$ cat src/rtl/reduce_engine_pkg.sv
// Shared definitions for reduce_engine: mode encodings and FSM state type.
// Saturating sums are selected with the REDUCE_ENGINE_SAT_EN macro.
package reduce_engine_pkg;

    localparam logic [1:0] MODE_USUM = 2'b00;
    localparam logic [1:0] MODE_SSUM = 2'b01;
    localparam logic [1:0] MODE_UMAX = 2'b10;
    localparam logic [1:0] MODE_UMIN = 2'b11;

    typedef logic [1:0] state_t;

    localparam state_t ST_IDLE = 2'd0;
    localparam state_t ST_RUN  = 2'd1;
    localparam state_t ST_DONE = 2'd2;

endpackage

$ cat src/rtl/reduce_alu.sv
// Combinational combine step: next_acc = op(acc, operand) for the selected mode.
// REDUCE_ENGINE_SAT_EN clamps overflowing sums instead of wrapping them.
module reduce_alu
    import reduce_engine_pkg::*;
#(
    parameter int WIDTH = 8
) (
    input  logic [WIDTH-1:0] acc,
    input  logic [WIDTH-1:0] operand,
    input  logic [1:0]       mode,
    output logic [WIDTH-1:0] next_acc,
    output logic             step_overflow
);

    logic [WIDTH:0] sum;

    assign sum = {1'b0, acc} + {1'b0, operand};

    always_comb begin
        next_acc      = sum[WIDTH-1:0];
        step_overflow = 1'b0;
        case (mode)
            MODE_USUM: begin
                step_overflow = sum[WIDTH];
`ifdef REDUCE_ENGINE_SAT_EN
                if (sum[WIDTH]) next_acc = '1;
`endif
            end
            MODE_SSUM: begin
                // Same-sign addends whose sum flips sign overflowed.
                step_overflow = (acc[WIDTH-1] == operand[WIDTH-1]) &&
                                (sum[WIDTH-1] != acc[WIDTH-1]);
`ifdef REDUCE_ENGINE_SAT_EN
                if (step_overflow)
                    next_acc = acc[WIDTH-1] ? {1'b1, {(WIDTH-1){1'b0}}}
                                            : {1'b0, {(WIDTH-1){1'b1}}};
`endif
            end
            MODE_UMAX: next_acc = (acc >= operand) ? acc : operand;
            MODE_UMIN: next_acc = (acc <= operand) ? acc : operand;
            default:   next_acc = sum[WIDTH-1:0];
        endcase
    end

endmodule

$ cat src/rtl/reduce_engine.sv
// Multi-cycle reduction engine: folds NUM_OPS latched operands, one per clock.
// Handshake: start is a level sampled only in IDLE; done pulses one cycle with result valid.
module reduce_engine
    import reduce_engine_pkg::*;
#(
    parameter int WIDTH   = 8,
    parameter int NUM_OPS = 4
) (
    input  logic                     clk,
    input  logic                     reset,
    input  logic                     start,
    input  logic [1:0]               mode,
    input  logic [NUM_OPS*WIDTH-1:0] ops,
    output logic [WIDTH-1:0]         result,
    output logic                     done,
    output logic                     busy,
    output logic                     overflow,
    output logic [1:0]               fsm_state
);

    localparam int IW = (NUM_OPS > 2) ? $clog2(NUM_OPS) : 1;

    state_t                   state;
    logic [NUM_OPS*WIDTH-1:0] ops_q;
    logic [1:0]               mode_q;
    logic [WIDTH-1:0]         acc;
    logic [IW-1:0]            idx;
    logic [WIDTH-1:0]         operand;
    logic [WIDTH-1:0]         alu_next;
    logic                     alu_ov;

    always_comb begin
        operand = '0;
        for (int k = 0; k < NUM_OPS; k++) begin
            if (idx == IW'(k)) operand = ops_q[k*WIDTH +: WIDTH];
        end
    end

    reduce_alu #(.WIDTH(WIDTH)) u_alu (
        .acc           (acc),
        .operand       (operand),
        .mode          (mode_q),
        .next_acc      (alu_next),
        .step_overflow (alu_ov)
    );

    always_ff @(posedge clk) begin
        if (reset) begin
            state    <= ST_IDLE;
            ops_q    <= '0;
            mode_q   <= '0;
            acc      <= '0;
            idx      <= '0;
            result   <= '0;
            done     <= 1'b0;
            overflow <= 1'b0;
        end else begin
            case (state)
                ST_IDLE: begin
                    if (start) begin
                        ops_q    <= ops;
                        mode_q   <= mode;
                        acc      <= ops[WIDTH-1:0];
                        idx      <= IW'(1);
                        overflow <= 1'b0;
                        state    <= ST_RUN;
                    end
                end
                ST_RUN: begin
                    acc      <= alu_next;
                    overflow <= overflow | alu_ov;
                    idx      <= idx + 1'b1;
                    if (idx == IW'(NUM_OPS - 1)) begin
                        result <= alu_next;
                        done   <= 1'b1;
                        idx    <= '0;
                        state  <= ST_DONE;
                    end
                end
                ST_DONE: begin
                    done  <= 1'b0;
                    state <= ST_IDLE;
                end
                default: state <= ST_IDLE;
            endcase
        end
    end

    assign busy      = (state == ST_RUN) || (state == ST_DONE);
    assign fsm_state = state;

endmodule

$ cat config.mk
export PLATFORM = sky130hd
export DESIGN_NAME = reduce_engine
export DESIGN_NICKNAME = d
export VERILOG_FILES = /design/src/rtl/reduce_engine_pkg.sv /design/src/rtl/reduce_alu.sv /design/src/rtl/reduce_engine.sv
export SDC_FILE = /design/constraint.sdc
export NUM_CORES = 1
export LEC_CHECK = 0
export BUFFER_PORTS_ARGS = -buffer_cell sky130_fd_sc_hd__buf_2
export CORE_UTILIZATION = 40
export CTS_CLUSTER_DIAMETER = 150
export DETAILED_ROUTE_END_ITERATION = 8
export GPL_TIMING_DRIVEN = 0
export SETUP_SLACK_MARGIN = 0.4
export SLEW_MARGIN = 20
export SYNTH_ARGS = -nofsm -noshare
export SYNTH_HDL_FRONTEND = slang
export SYNTH_SLANG_ARGS = --single-unit
$ cat constraint.sdc
create_clock -name clk -period 3.35 [get_ports clk]
set_clock_uncertainty 0.2 [all_clocks]
set_input_delay 0.67 -clock clk [delete_from_list [all_inputs] [get_ports clk]]
set_output_delay 0.67 -clock clk [all_outputs]
set_load 0.01 [all_outputs]
==> metrics.cfg <==
[status]
run_status=finished, violations left
violations=setup timing

[sta]
slew_violations=0
rsz0062_at_grt=yes
finalSetupTns_ns=-0.3167
slew_headroom_pct=46.21
timing.final.ws_setup_ns=-0.08976
setup_viol=9
finalCriticalPeriod_ns=3.440
final_hold_viol_count=0
fin_crit_sh_pct=102.7
worstMarginPinSlew_ns=0.7984
fmax_ghz=0.2907

[synthesis]
async_flop_share_pct=0
synth_nets=517
synth-edff-count=0
syn_area_per_cell_um2=7.595
ys_types=54
yosysMostFrequentCell=nand2_1
yosys-top-cells-area=dfxtp_1, nand2_1, a21oi_1
synthTopCellsByCount=nand2_1, a21oi_1, dfxtp_1
yosysWarningCount=0
synth_top_area_share_pct=32.44
ys_seq_area_share_pct=32.44
synth_seq_cells=56
syn_inst=455
ys.flop_type=dfxtp_1
synthesis.area_um2=3456
synth_largest_area_cell=dfxtp_1

[placement]
portBuffers=49
post-place-ws_ns=-0.2903
gp_congestion=0.9293
place_hpwl_mm=7.874

[critical_path]
crit_fanout=6
regToRegSetupSlack_ns=-0.09
startpoint=idx[1]
cp.required_ns=3.39
endpoint_kind=flop
crit_arrival_ns=3.48
crit_type=flop to flop
r2r_start=idx[1]
startpoint_type=flop

[floorplanning]
dieArea_um2=9016
fp.coreArea_um2=8299
dieHeight_um=94.95
rows=33
die_w_um=94.95
start_util_pct=41.64
ioPinCount=50

[detailed_routing]
drc_errors=0
wl_mm=11.09
dr_total_vias=3649
routed_via_density=5.554
firstDrtPassIters=4
detail-route-antenna-nets=0
drtIter0Drc=197
routedWlPerCell_um=16.87

[global_routing]
grt_use_total_pct=25.69
grt_pass1_wl_mm=17.51
grt_max_degree=17
overflow=0
grt_pass1_vias=3516
antenna_found_initial=0

[cts]
clock_latency_ns=0.32
cts_tree=yes
clock_sinks=56
ctsRootBufferMaster=clkbuf_8
cts.htree.levels=2
cts_buffers=5
clk_path_buf_depth=2
clk_pin_slew_ns=0.10

[finish]
final_util_pct=57.29
final_nets=613
diodes=0
layout-drive-gt1-share_pct=31.16
areaGrowthSynthToFinish_pct=37.58

[job]
maxCapViolCount=0

[power_and_ir_drop]
ir_worst_vdd_mv=0.2371
p_leak_nw=1.839
p_per_area_nw_per_um2=455.4

[min_path]
min_from=ops_q[23]
hold_class=flop to flop

-- final cells by class --
class | instances | area (um2)
clock inverters | 1 | 5.005
flip-flops and latches | 56 | 1129
plain buffers | 27 | 181.4
clock buffers | 7 | 76.32
well taps | 105 | 131.4
repair buffers | 89 | 566.8
inverters | 25 | 98.84
multi-input cells | 347 | 2566
fillers | 793 | 3545
-- critical path, cell delays in order (launching register included) --
cell       delay [ns]
dfxtp_4          0.39
inv_4            0.05
ha_4             0.19
clkbuf_16        0.17
a21oi_4          0.12
o21ai_2          0.07
a22oi_2          0.28
inv_2            0.08
ha_4             0.30
nor2_4           0.05
buf_6            0.11
a2111oi_4        0.41
a211oi_4         0.07
nor3_4           0.31
mux2_4           0.36
a311oi_2         0.19
-- layout by cell type, fill, tap and decap left out, types with 8 or more instances in the layout --
master	count
o21ai_1	8
clkbuf_1	21
ha_1	11
clkbuf_8	9
dfxtp_1	54
inv_1	19
a21oi_1	58
buf_4	36
nor2_1	20
o21ai_0	14
nand2b_1	9
buf_2	49
nand2_1	94
a211oi_1	8
ha_4	9
-- kinds of logic (layout without fill, tap and decap cells) --
family	Yosys count	after routing	synth area share, %
adders and majority gates	25	25	9.269
xor gates and xnor gates	7	7	1.774
muxes	2	2	0.7240
and+or+nand+nor	155	155	20.27
buffers and inverters	52	149	5.865
DFF	56	56	32.44
AOI/OAI and AO/OA	158	158	29.65
-- sequential cells by signal (all words and copies together) (netlist names) --
name / count
result: 8
acc: 8
fsm_state: 2
overflow: 1
ops_q: 32
done: 1
idx: 2
mode_q: 2
-- metrics by stage --
step | std cells | power (mW) | instance area [um2] | hold slack (ns)
floorplan | 455 | 1.316 | 3660 | 0.2312
global placement | 609 | 1.488 | 4036 | 0.2448
detailed placement | 609 | 1.501 | 4036 | 0.2515
CTS | 647 | 2.093 | 4614 | 0.2657
global route | 657 | 2.291 | 4755 | 0.2806
finish | 657 | 2.165 | 4755 | 0.2595
-- repair_timing --
item | CTS | global route
hold buffers | 0 | 0
resized for setup | 53 | 16
endpoints found under the hold margin | 0 | 0
buffers inserted | 28 | 10
cloned | 2 | 0
setup endpoints to repair | 17 | 17
pin swaps | 40 | 33
-- metal layers --
metal,up-vias,GRT usage (%),share of wire (%)
met4,0,9.596,2.6
met3,20,3.462,4.1
met2,103,45.80,50
met5,-,0,0
met1,1724,31.15,43
li1,1802,-,-
-- power by group --
group | switching, mW | internal [mW]
combinational | 0.558 | 0.472
sequential | 0.0528 | 0.710
clock | 0.224 | 0.148
-- worst paths after layout --
path / end / cells past startpoint
setup / recovery: result[7] / 15
hold / removal: ops_q[23] / 2
setup reg to reg: result[7] / 15
hold reg to reg: ops_q[23] / 2
Note: power is estimated with default switching activity, not from simulation.
